--- config.mk ---
export PLATFORM = sky130hd
export DESIGN_NAME = viterbi_decoder_r2
export DESIGN_NICKNAME = d
export VERILOG_FILES = /design/src/rtl/viterbi_pkg.sv /design/src/rtl/viterbi_decoder_r2_acs.sv /design/src/rtl/viterbi_decoder_r2.sv
export SDC_FILE = /design/constraint.sdc
export NUM_CORES = 1
export LEC_CHECK = 0
export CORE_MARGIN = 2
export CORE_UTILIZATION = 64
export DETAILED_ROUTE_END_ITERATION = 7
export PLACE_DENSITY = 0.81
export SLEW_MARGIN = 20
export SYNTH_ARGS = -nofsm -noshare
export SYNTH_HDL_FRONTEND = slang
export SYNTH_HIERARCHICAL = 1
export SYNTH_SLANG_ARGS = --single-unit
--- constraint.sdc ---
create_clock -name clk -period 11 [get_ports clk]
set_clock_uncertainty 0.15 [all_clocks]
set_input_delay 1.65 -clock clk [delete_from_list [all_inputs] [get_ports clk]]
set_output_delay 1.65 -clock clk [all_outputs]
set_load 0.01 [all_outputs]
--- src/rtl/viterbi_pkg.sv ---
// viterbi_pkg
//   Shared helpers for the rate-1/2 hard-decision Viterbi decoder.
//   - ns_of()   : number of trellis states for a constraint length.
//   - bm()      : Hamming distance between two 2-bit symbols (0..2).
//   - enc_out() : convolutional encoder output {c0,c1} for a given state
//                 and input bit; the state is {u_t-1 .. u_t-K+1}, newest
//                 bit at the MSB.
package viterbi_pkg;

  // Largest supported constraint length; helpers work on this fixed width.
  localparam int K_MAX = 7;

  function automatic int ns_of(input int k);
    return 1 << (k - 1);
  endfunction

  function automatic logic [1:0] bm(input logic [1:0] rx, input logic [1:0] ex);
    logic [1:0] d;
    d = rx ^ ex;
    return {1'b0, d[1]} + {1'b0, d[0]};
  endfunction

  // Shift vector s = {u, state}: the input bit lands at position k-1 so
  // generator bit K-1 taps the newest input.
  function automatic logic [1:0] enc_out(input logic [K_MAX-2:0] state,
                                         input logic             u,
                                         input logic [K_MAX-1:0] g0,
                                         input logic [K_MAX-1:0] g1,
                                         input int               k);
    logic [K_MAX-1:0] s;
    s      = K_MAX'(state);
    s[k-1] = u;
    return {^(s & g0), ^(s & g1)};
  endfunction

endpackage

--- src/rtl/viterbi_decoder_r2_acs.sv ---
// viterbi_acs_unit
//   Add-compare-select for one trellis state.
//   Ports:
//     i_metric_a/b : path metrics of predecessors pa / pb
//     i_bm_a/b     : branch metrics of the pa->ns / pb->ns transitions
//     i_path_a/b   : stored survivor tails of pa / pb (oldest bit at MSB)
//     i_bit        : information bit implied by entering this state
//     o_metric     : saturated metric of the surviving candidate
//     o_path       : full new survivor {selected tail, i_bit}
module viterbi_acs_unit #(
  parameter int METRIC_W = 6,
  parameter int TB_DEPTH = 15
) (
  input  logic [METRIC_W-1:0] i_metric_a,
  input  logic [METRIC_W-1:0] i_metric_b,
  input  logic [1:0]          i_bm_a,
  input  logic [1:0]          i_bm_b,
  input  logic [TB_DEPTH-2:0] i_path_a,
  input  logic [TB_DEPTH-2:0] i_path_b,
  input  logic                i_bit,
  output logic [METRIC_W-1:0] o_metric,
  output logic [TB_DEPTH-1:0] o_path
);

  function automatic logic [METRIC_W-1:0] sat_add(input logic [METRIC_W-1:0] m,
                                                  input logic [1:0]          b);
    logic [METRIC_W:0] s;
    s = {1'b0, m} + {{(METRIC_W-1){1'b0}}, b};
    return s[METRIC_W] ? '1 : s[METRIC_W-1:0];
  endfunction

  logic [METRIC_W-1:0] w_cand_a;
  logic [METRIC_W-1:0] w_cand_b;
  logic                w_sel;

  assign w_cand_a = sat_add(i_metric_a, i_bm_a);
  assign w_cand_b = sat_add(i_metric_b, i_bm_b);
  // Strict compare: a tie keeps the pa branch.
  assign w_sel    = (w_cand_b < w_cand_a);
  assign o_metric = w_sel ? w_cand_b : w_cand_a;
  assign o_path   = {(w_sel ? i_path_b : i_path_a), i_bit};

endmodule

--- src/rtl/viterbi_decoder_r2.sv ---
// viterbi_decoder_r2
//   Streaming hard-decision Viterbi decoder, rate 1/2, register-exchange
//   survivor memory of depth TB_DEPTH. Emits one decoded bit per accepted
//   symbol once TB_DEPTH symbols have been seen since reset.
//   Ports:
//     clk, rst     : clock, synchronous active-high reset
//     in_valid     : in_sym accepted this cycle (no backpressure)
//     in_sym       : received symbol, [1] = c0, [0] = c1
//     out_valid    : single-cycle pulse per decoded bit
//     out_bit      : decoded information bit, oldest first
//     best_metric  : metric of the current best state
module viterbi_decoder_r2
  import viterbi_pkg::*;
#(
  parameter int             K        = 3,
  parameter logic [K-1:0]   G0       = 3'b111,
  parameter logic [K-1:0]   G1       = 3'b101,
  parameter int             TB_DEPTH = 15,
  parameter int             METRIC_W = 6
) (
  input  logic                clk,
  input  logic                rst,
  input  logic                in_valid,
  input  logic [1:0]          in_sym,
  output logic                out_valid,
  output logic                out_bit,
  output logic [METRIC_W-1:0] best_metric
);

  localparam int NS    = ns_of(K);
  localparam int SW    = K - 1;
  localparam int CNT_W = $clog2(TB_DEPTH + 1);
  localparam logic [METRIC_W-1:0] BIAS = {1'b1, {(METRIC_W-1){1'b0}}};

  // Survivors keep only TB_DEPTH-1 bits: the oldest bit of each new path
  // is either emitted straight away (best state) or discarded.
  logic [METRIC_W-1:0] r_metric [NS];
  logic [TB_DEPTH-2:0] r_path   [NS];
  logic [CNT_W-1:0]    r_cnt;
  logic                r_out_valid;
  logic                r_out_bit;
  logic [METRIC_W-1:0] r_best_metric;

  logic [METRIC_W-1:0] w_cand     [NS];
  logic [METRIC_W-1:0] w_metric_n [NS];
  logic [TB_DEPTH-1:0] w_path_n   [NS];
  logic                w_norm;
  logic [SW-1:0]       w_best;
  logic [METRIC_W-1:0] w_best_m;
  logic                w_out_bit;

  // ACS stage: predecessors of ns are {ns[K-3:0],0} and {ns[K-3:0],1};
  // the input bit that leads into ns is ns[K-2].
  for (genvar g = 0; g < NS; g++) begin : g_acs
    localparam int   PA_I = (g * 2) % NS;
    localparam int   PB_I = PA_I + 1;
    localparam logic U    = (g >= NS / 2);

    logic [1:0] w_bm_a;
    logic [1:0] w_bm_b;

    assign w_bm_a = bm(in_sym, enc_out((K_MAX-1)'(PA_I), U, K_MAX'(G0), K_MAX'(G1), K));
    assign w_bm_b = bm(in_sym, enc_out((K_MAX-1)'(PB_I), U, K_MAX'(G0), K_MAX'(G1), K));

    viterbi_acs_unit #(
      .METRIC_W (METRIC_W),
      .TB_DEPTH (TB_DEPTH)
    ) u_acs (
      .i_metric_a (r_metric[PA_I]),
      .i_metric_b (r_metric[PB_I]),
      .i_bm_a     (w_bm_a),
      .i_bm_b     (w_bm_b),
      .i_path_a   (r_path[PA_I]),
      .i_path_b   (r_path[PB_I]),
      .i_bit      (U),
      .o_metric   (w_cand[g]),
      .o_path     (w_path_n[g])
    );
  end

  // Normalisation and best-state search on the new metrics.
  always_comb begin
    w_norm = 1'b1;
    for (int i = 0; i < NS; i++) begin
      w_norm = w_norm & w_cand[i][METRIC_W-1];
    end
    // Every MSB set: subtracting 2^(METRIC_W-1) is just clearing the MSB.
    for (int i = 0; i < NS; i++) begin
      w_metric_n[i] = w_norm ? {1'b0, w_cand[i][METRIC_W-2:0]} : w_cand[i];
    end
    w_best   = '0;
    w_best_m = w_metric_n[0];
    // Strict less-than keeps the lowest index on ties.
    for (int i = 1; i < NS; i++) begin
      if (w_metric_n[i] < w_best_m) begin
        w_best_m = w_metric_n[i];
        w_best   = SW'(i);
      end
    end
  end

  assign w_out_bit = w_path_n[w_best][TB_DEPTH-1];

  // State/output register stage.
  always_ff @(posedge clk) begin
    if (rst) begin
      for (int i = 0; i < NS; i++) begin
        r_metric[i] <= (i == 0) ? '0 : BIAS;
        r_path[i]   <= '0;
      end
      r_cnt         <= '0;
      r_out_valid   <= 1'b0;
      r_out_bit     <= 1'b0;
      r_best_metric <= '0;
    end else begin
      r_out_valid <= 1'b0;
      if (in_valid) begin
        for (int i = 0; i < NS; i++) begin
          r_metric[i] <= w_metric_n[i];
          r_path[i]   <= w_path_n[i][TB_DEPTH-2:0];
        end
        if (r_cnt != CNT_W'(TB_DEPTH)) begin
          r_cnt <= r_cnt + CNT_W'(1);
        end
        // This acceptance is symbol r_cnt+1; valid once that reaches TB_DEPTH.
        r_out_valid   <= (r_cnt >= CNT_W'(TB_DEPTH - 1));
        r_out_bit     <= w_out_bit;
        r_best_metric <= w_best_m;
      end
    end
  end

  assign out_valid   = r_out_valid;
  assign out_bit     = r_out_bit;
  assign best_metric = r_best_metric;

endmodule
==> results.sh, run 1 <==
export IMPL_cts_root_buf="clkbuf_16"
export IMPL_port_buffers=12
export IMPL_grt_pass1_wl_um=24500
export IMPL_die_height_um=111
export IMPL_grt_usage_pct=24.4
export IMPL_worstMarginPinSlew_ns=0.686
export IMPL_start_util_pct=64.9
export IMPL_drt_iter0_markers=313
export IMPL_synth_area_um2=7340
export IMPL_antenna_left=0
export IMPL_antenna_found_initial=0
export IMPL_leakagePower_nw=3.45
export IMPL_seqCellArea_um2=2640
export IMPL_crit_arrival_ns=10.39
export IMPL_slew_violations=0
export IMPL_yosys_area_top_type_share_pct=32.7
export IMPL_slew_headroom_pct=54.2
export IMPL_grt_pass1_vias=5127
export IMPL_fmax_mhz=97.2
export IMPL_r2r_start="r_metric[3][0]$_SDFFCE_PN0P_"
export IMPL_ioPinCount=13
export IMPL_dp_hpwl_um=10800
export IMPL_nNetsFinal=763
export IMPL_cts_made_buffers=9
export IMPL_synth_async_reset_ratio_pct=0
export IMPL_wl_per_cell_um=17.2
export IMPL_die_w_um=111
export IMPL_yosysTopAreaCell="edfxtp_1"
export IMPL_synth_area_top_cells="edfxtp_1 33%, ha_1 9.9%, and2_1 6.6%, mux2i_1 6.4%, mux2_2 5.7%"
export IMPL_crit_path_max_fanout=10
export IMPL_syn2layout_area_growth_pct=6.44
export IMPL_synth_compound_area_share_pct=10.4
export IMPL_cp_slowest_cell="clkdlybuf4s50_1"
export IMPL_clk_pin_slew_ns=0.07
export IMPL_final_core_util_pct=69.1
export IMPL_slowest_delay_ns=0.51
export IMPL_required_ns=11.09
export IMPL_grt_overflow=0
export IMPL_die_area_um2=12300
export IMPL_finalSetupTns_ns=0
export IMPL_worstSetupStartpoint="in_sym[0]"
export IMPL_grt_max_degree=61
export IMPL_synth_top_family_by_area="simple AND/OR/NAND/NOR gates"
export IMPL_synth_cells=686
export IMPL_r2r_slack_ns=2.66
export IMPL_routed_via_density=5.91
export IMPL_synth_commonest_cells="80 x edfxtp_1, 77 x and2_1, 58 x ha_1"
export IMPL_status="completed"
export IMPL_ys_seq_elements=92
export IMPL_cellPowerDensity_nw_per_um2=200
export IMPL_hp_start="out_bit$_SDFFE_PP0P_"
export IMPL_post_synth_cell_area_avg_um2=10.7
export IMPL_yosysSeqAreaShare_pct=36.0
export IMPL_holdWs_ns=0.342
export IMPL_ir_worst_vdd_mv=0.136
export IMPL_synth_edf_count=80
export IMPL_gp_congestion=0.937
export IMPL_clk_latency_ns=0.35
export IMPL_n_fill_cell=824
export IMPL_fin_crit_ns=10.29
export IMPL_synth_most_common_cell="edfxtp_1"
export IMPL_post_cts_repair_setup_buffers=0
export IMPL_min_period_over_period_pct=93.6
export IMPL_dr_pass1_iters=5
export IMPL_finalPower_mw=1.56
export IMPL_fin_cells=840
export IMPL_hp_class="register to register"
export IMPL_cts_sinks=92
export IMPL_path_common_cell="ha_1"
export IMPL_setup_violations=0
export IMPL_cap_violations=0
export IMPL_worstSetupStartpointType="input pin"
export IMPL_wirelength_um=14400
export IMPL_synthFlopType="edfxtp_1"
export IMPL_clockBufferDepth=2
export IMPL_synth_xor_area_share_pct=0.596
export IMPL_cp_end_kind="register"
export IMPL_rows=39
export IMPL_antenna_cells=0
export IMPL_synthMuxAreaShare_pct=16.3
export IMPL_drc=0
export IMPL_cts_htree_levels=3
export IMPL_core_um2=11300
export IMPL_rsz0062_at_grt="no"
export IMPL_crit_type="input pin to register"
export IMPL_drive_gt1_share_pct=19.7
export IMPL_synth_warning_count=6
export IMPL_synth_cell_types=57
export IMPL_dr_total_vias=4966
export IMPL_dp_cells=824
export IMPL_finalHoldViolCount=0
export IMPL_synth_fa_ha_area_share_pct=12.1
export IMPL_yosys_area_share_simple_pct=18.9
export IMPL_multi_input_area_um2=4310
export IMPL_cts_tree="yes"
worst paths after layout:
| check | endpoint | depth (start not counted) |
|---|---|---|
| setup / recovery | best_metric[2]$_SDFFE_PP0P_ | 36 |
| hold reg to reg | out_bit$_SDFFE_PP0P_ | 2 |
| setup reg to reg | best_metric[2]$_SDFFE_PP0P_ | 32 |
| hold / removal | out_bit$_SDFFE_PP0P_ | 2 |
power by group:
part | switching [mW] | total (mW) | internal [mW]
clock network | 0.143 | 0.347 | 0.204
logic | 0.423 | 0.757 | 0.334
registers | 0.0330 | 0.456 | 0.423
cell type report:
| type | instances | share of cell area (%) |
|---|---|---|
| repair buffers | 18 | 2.11 |
| multi-input cells | 522 | 55.2 |
| inverters | 49 | 2.35 |
| flip-flops and latches | 92 | 33.8 |
| well taps | 143 | 2.29 |
| clock inverters | 7 | 1.41 |
| clock buffers | 9 | 2.88 |
placed cells by master (no fill, tap or decap), drive strengths merged, types with 7 or more instances in the layout:
| cell type | synthesis | routed |
|---|---|---|
| fa | 8 | 8 |
| mux2 | 58 | 58 |
| nor3 | 7 | 7 |
| a21oi | 38 | 38 |
| edfxtp | 80 | 80 |
| clkdlybuf4s50 | 0 | 12 |
| nor2 | 37 | 37 |
| and2 | 89 | 89 |
| clkbuf | 8 | 9 |
| dfxtp | 12 | 12 |
| nand2 | 37 | 37 |
| nand2b | 20 | 20 |
| inv | 49 | 51 |
| ha | 58 | 58 |
| a21o | 11 | 11 |
| nor2b | 17 | 17 |
| nand3 | 15 | 15 |
| o21ai | 24 | 24 |
| mux2i | 47 | 47 |
logic make-up after synthesis:
logic type,count (synthesis)
AND/OR/NAND/NOR,243
multiplexers,105
AO/OA/AOI/OAI,99
flip-flops,92
buffers and inverters,74
adder cells (fa/ha/maj),66
XOR/XNOR,5
other,2
state kept, by name, summed over array words and instances, names as in the netlist:
signal       flops
r_metric        24
r_path          56
best_metric      6
out_bit          1
out_valid        1
r_cnt            4
routing by layer:
metal	GRT usage [%]	wire length, µm	vias up
met3	4.16	604	36
met1	30.4	6180	2388
met5	0	0	-
li1	-	-	2426
met4	8.23	303	0
met2	43.2	7340	116
metrics by stage:
step	area, µm²	setup slack (ns)
floorplan	7350	2.16
global placement	7480	0.714
detailed placement	7480	0.170
CTS	7810	0.536
global route	7820	0.153
finish	7820	0.709
timing repair:
item                       in CTS  in global routing
hold endpoints to repair        0                  0
gates resized for setup         0                  1
hold buffers                    0                  0
setup endpoints to repair       0                  5
worst max-delay path: cells and delay by family:
family	cells	cell delay, ns
buffers and inverters	5	0.89
adder cells (fa/ha/maj)	7	2.33
AO/OA/AOI/OAI	17	3.68
multiplexers	2	0.65
AND/OR/NAND/NOR	5	1.14
(Power assumes the default switching activity.)
==> run 2: changes to the inputs <==
Settings changed: GPL_TIMING_DRIVEN from default to 0.
==> results.sh, run 2 (synthesized netlist as in run 1, its figures left out) <==
export IMPL_drt_iter0_markers=203
export IMPL_fin_crit_ns=10.29
export IMPL_crit_arrival_ns=10.36
export IMPL_dr_total_vias=5049
export IMPL_routed_via_density=5.87
export IMPL_ir_worst_vdd_mv=0.117
export IMPL_fmax_mhz=97.2
export IMPL_finalHoldViolCount=0
export IMPL_antenna_cells=0
export IMPL_r2r_end="best_metric[0]$_SDFFE_PP0P_"
export IMPL_post_cts_repair_setup_buffers=0
export IMPL_preCtsSetupSlack_ns=0.491
export IMPL_start_util_pct=64.9
export IMPL_grt_pass1_vias=5191
export IMPL_mostFrequentLayoutCells="80 x edfxtp_1, 77 x and2_1, 58 x ha_1"
export IMPL_core_um2=11300
export IMPL_grt_max_degree=61
export IMPL_grt_overflow=0
export IMPL_crit_type="input pin to register"
export IMPL_cts_made_buffers=9
export IMPL_status="completed"
export IMPL_cts_htree_levels=3
export IMPL_finalPower_mw=1.54
export IMPL_grt_pass1_wl_um=24500
export IMPL_use_met2_pct=44.7
export IMPL_slew_violations=0
export IMPL_worstSetupStartpointType="input pin"
export IMPL_ioPinCount=13
export IMPL_clk_latency_ns=0.34
export IMPL_antenna_found_initial=0
export IMPL_layout_setup_ws_ns=0.715
export IMPL_rsz0062_at_grt="no"
export IMPL_grt_usage_pct=24.7
export IMPL_required_ns=11.07
export IMPL_cts_tree="yes"
export IMPL_dp_hpwl_um=11400
export IMPL_crit_path_end="best_metric[0]$_SDFFE_PP0P_"
export IMPL_dr_pass1_iters=5
export IMPL_rows=39
export IMPL_r2r_cells=36
export IMPL_port_buffers=12
export IMPL_cp_slowest_cell="clkdlybuf4s50_1"
export IMPL_cellPowerDensity_nw_per_um2=194
export IMPL_holdWs_ns=0.351
export IMPL_setup_violations=0
export IMPL_grt_util_met1_pct=30.4
export IMPL_regMostFlops="r_path"
export IMPL_slew_headroom_pct=60.1
export IMPL_slowest_delay_ns=0.50
export IMPL_largest_register_ffs=56
export IMPL_grt_busiest_layer="met2"
export IMPL_finalSetupTns_ns=0
export IMPL_cp_end_kind="register"
export IMPL_worstSetupStartpoint="in_sym[1]"
export IMPL_drive_gt1_share_pct=19.9
export IMPL_die_height_um=111
export IMPL_antenna_left=0
export IMPL_nNetsFinal=783
export IMPL_leakagePower_nw=3.51
export IMPL_die_area_um2=12300
export IMPL_min_period_over_period_pct=93.5
export IMPL_cts_hold_buffers=0
export IMPL_r2r_slack_ns=2.64
export IMPL_wl_per_cell_um=17.1
export IMPL_cts_sinks=92
export IMPL_syn2layout_area_growth_pct=8.21
export IMPL_hp_class="register to register"
export IMPL_crit_path_max_fanout=10
export IMPL_r2r_start="r_metric[1][0]$_SDFFCE_PN0P_"
export IMPL_cts_root_buf="clkbuf_16"
export IMPL_die_w_um=111
export IMPL_clk_pin_slew_ns=0.06
export IMPL_clockBufferDepth=2
export IMPL_layout_commonest_cell="edfxtp_1"
export IMPL_wirelength_um=14700
export IMPL_use_met3_pct=2.35
export IMPL_gp_congestion=0.884
export IMPL_path_common_cell="ha_1"
export IMPL_cap_violations=0
export IMPL_cts_resized=0
export IMPL_drc=0
export IMPL_worstMarginPinSlew_ns=0.592
-- run 2: final cells by class --
class                   instances  area [µm²]
plain buffers                  25         225
clock buffers                  14         254
clock inverters                 2        12.5
fillers                       798        3370
inverters                      49         186
multi-input cells             522        4300
flip-flops and latches         92        2640
well taps                     143         179
repair buffers                 13         148
-- run 2: how the worst min path moves through the flow --
stage	startpoint	end	slack, ns	cells past startpoint
3_3_place_gp	r_cnt[3]$_SDFFE_PP0P_	out_valid$_SDFF_PN0_	0.33	1
3_5_place_dp	r_cnt[3]$_SDFFE_PP0P_	out_valid$_SDFF_PN0_	0.35	1
5_1_grt	r_cnt[3]$_SDFFE_PP0P_	out_valid$_SDFF_PN0_	0.37	1
2_1_floorplan	r_cnt[3]$_SDFFE_PP0P_	out_valid$_SDFF_PN0_	0.31	1
6_report	r_cnt[3]$_SDFFE_PP0P_	out_valid$_SDFF_PN0_	0.35	1
4_1_cts	r_cnt[3]$_SDFFE_PP0P_	out_valid$_SDFF_PN0_	0.35	1
-- run 2: metrics by stage --
stage	util [%]	std cells	cell area, µm²
2_1_floorplan	-	688	7350
3_3_place_gp	67.6	843	7650
3_5_place_dp	67.8	844	7680
4_1_cts	70.2	860	7950
5_1_grt	70.2	860	7950
6_report	70.2	860	7950
-- run 2: critical path: cells and delay by family --
kind | cells | cell delay (ns)
adders and majority gates | 7 | 2.35
and+or+nand+nor | 9 | 2.08
buffers and inverters | 8 | 1.38
AOI/OAI and AO/OA | 14 | 2.32
muxes | 2 | 0.55
-- run 2: where the power goes --
group	switching (mW)	internal, mW	leakage (nW)	total [mW]
sequential	0.0333	0.423	0.974	0.457
clock	0.121	0.159	0.127	0.280
combinational	0.433	0.374	2.40	0.807
-- run 2: metal layers --
layer  share of wire, %  wire length [µm]  vias up
li1                   -                 -     2470
met1                 43              6390     2426
met2                 51              7450      112
met3                2.8               412       41
met4                3.1               449        0
met5                  0                 0        -
==> run 3: changes to the inputs <==
Settings changed: RECOVER_POWER from default to 25.
==> results.sh, run 3 (synthesized netlist as in run 1, its figures left out) <==
export IMPL_dp_hpwl_um=11400
export IMPL_slowest_delay_ns=0.50
export IMPL_clk_latency_ns=0.34
export IMPL_r2r_slack_ns=2.61
export IMPL_crit_path_max_fanout=10
export IMPL_regMostFlops="r_path"
export IMPL_dr_total_vias=5034
export IMPL_ir_worst_vdd_mv=0.117
export IMPL_cts_resized=0
export IMPL_slew_violations=61
export IMPL_met2_wirelength_um=7430
export IMPL_grt_pass1_vias=5191
export IMPL_clk_pin_slew_ns=0.06
export IMPL_r2r_start="r_metric[1][0]$_SDFFCE_PN0P_"
export IMPL_cts_made_buffers=9
export IMPL_antenna_left=0
export IMPL_multi_input_area_um2=4300
export IMPL_syn2layout_area_growth_pct=7.85
export IMPL_hp_class="register to register"
export IMPL_clockBufferDepth=2
export IMPL_die_area_um2=12300
export IMPL_layout_commonest_cell="edfxtp_1"
export IMPL_die_height_um=111
export IMPL_crit_type="input pin to register"
export IMPL_cellPowerDensity_nw_per_um2=194
export IMPL_cts_tree="yes"
export IMPL_wl_met3_um=387
export IMPL_cp_end_kind="register"
export IMPL_holdWs_ns=0.348
export IMPL_grt_pass1_wl_um=24500
export IMPL_drc=0
export IMPL_rsz0062_at_grt="no"
export IMPL_cap_violations=1
export IMPL_hold_path_depth=1
export IMPL_setup_violations=0
export IMPL_drive_gt1_share_pct=19.7
export IMPL_dr_pass1_iters=5
export IMPL_finalSetupTns_ns=0
export IMPL_seqCellArea_um2=2640
export IMPL_gp_congestion=0.884
export IMPL_leakagePower_nw=3.51
export IMPL_antenna_cells=0
export IMPL_fin_crit_ns=10.29
export IMPL_cp_slowest_cell="clkdlybuf4s50_1"
export IMPL_start_util_pct=64.9
export IMPL_core_um2=11300
export IMPL_worstMarginPinSlew_ns=3.15
export IMPL_dp_cells=844
export IMPL_path_common_cell="ha_1"
export IMPL_grt_usage_pct=24.7
export IMPL_grt_overflow=0
export IMPL_ioPinCount=13
export IMPL_mostFrequentLayoutCells="80 x edfxtp_1, 76 x and2_1, 58 x ha_1"
export IMPL_antenna_found_initial=0
export IMPL_finalHoldViolCount=0
export IMPL_slew_headroom_pct=-110
export IMPL_crit_arrival_ns=10.36
export IMPL_port_buffers=12
export IMPL_holdPathEnd="out_valid$_SDFF_PN0_"
export IMPL_top_layer_used="met4"
export IMPL_hp_start="r_cnt[3]$_SDFFE_PP0P_"
export IMPL_grt_max_degree=61
export IMPL_worstSetupStartpointType="input pin"
export IMPL_rows=39
export IMPL_fin_cells=860
export IMPL_post_cts_repair_setup_buffers=0
export IMPL_min_period_over_period_pct=93.5
export IMPL_cts_sinks=92
export IMPL_wl_per_cell_um=17.1
export IMPL_met1Wirelength_um=6470
export IMPL_r2r_end="best_metric[0]$_SDFFE_PP0P_"
export IMPL_drt_iter0_markers=212
export IMPL_wirelength_um=14700
export IMPL_cts_htree_levels=3
export IMPL_largest_register_ffs=56
export IMPL_status="finished, violations left"
export IMPL_n_fill_cell=802
export IMPL_required_ns=11.07
export IMPL_die_w_um=111
export IMPL_violations="max-capacitance violations, max-slew violations"
export IMPL_cts_root_buf="clkbuf_16"
export IMPL_cts_hold_buffers=0
export IMPL_final_core_util_pct=70.0
export IMPL_r2r_cells=36
export IMPL_fmax_mhz=97.2
export IMPL_routed_via_density=5.85
export IMPL_nNetsFinal=783
[run 3: cell types whose count changed in the layout (fill, tap and decap cells not counted)]
cell | before | now
clkinvlp_2 | 0 | 1
and2_1 | 77 | 76
and2_0 | 0 | 1
buf_2 | 2 | 1
inv_4 | 1 | 0
clkdlybuf4s50_1 | 12 | 2
buf_16 | 1 | 0
clkbuf_1 | 12 | 14
dlygate4sd3_1 | 0 | 10
[run 3: per-layer routing]
layer,vias up,global-route usage [%]
met1,2413,30.4
li1,2469,-
met3,40,2.35
met2,112,44.7
met4,0,9.79
met5,-,0
[run 3: how the worst max path moves through the flow]
stage	depth (start not counted)	from	slack (ns)	end
after floorplan	38	in_sym[0]	2.16	best_metric[0]$_SDFFE_PP0P_
after global placement	39	in_sym[0]	0.71	best_metric[0]$_SDFFE_PP0P_
after detailed placement	40	in_sym[0]	0.49	best_metric[0]$_SDFFE_PP0P_
after CTS	40	in_sym[0]	0.83	best_metric[0]$_SDFFE_PP0P_
after global routing	41	in_sym[0]	0.15	best_metric[3]$_SDFFE_PP0P_
final	40	in_sym[1]	0.71	best_metric[0]$_SDFFE_PP0P_
[run 3: power breakdown]
part	total (mW)	internal, mW	leakage (nW)	switching, mW
combinational	0.804	0.371	2.41	0.433
sequential	0.457	0.424	0.974	0.0330
clock	0.279	0.159	0.127	0.120
total	1.54	0.954	3.51	0.586
[run 3: metrics by stage]
| stage | instance area, µm² | worst slack [ns] | power, mW |
|---|---|---|---|
| finish | 7920 | 0.711 | 1.54 |
| global route | 7920 | 0.150 | 1.64 |
| CTS | 7950 | 0.834 | 1.54 |
| detailed placement | 7680 | 0.491 | 1.26 |
| global placement | 7650 | 0.711 | 1.22 |
| floorplan | 7350 | 2.16 | 1.09 |
[run 3: cell type report]
cell class / instances / area share [%]
Timing Repair Buffer: 13 / 1.56
Sequential cell: 92 / 33.4
Clock buffer: 14 / 3.21
Inverter: 49 / 2.34
Multi-Input combinational cell: 522 / 54.3
Tap cell: 143 / 2.26
Buffer: 25 / 2.83
Clock inverter: 2 / 0.158
[run 3: critical path, delay by kind of cell]
kind,cells,cell delay (ns)
mux,2,0.55
simple gates,9,2.07
buf+inv,8,1.38
compound gates,14,2.32
fa+ha+maj,7,2.36
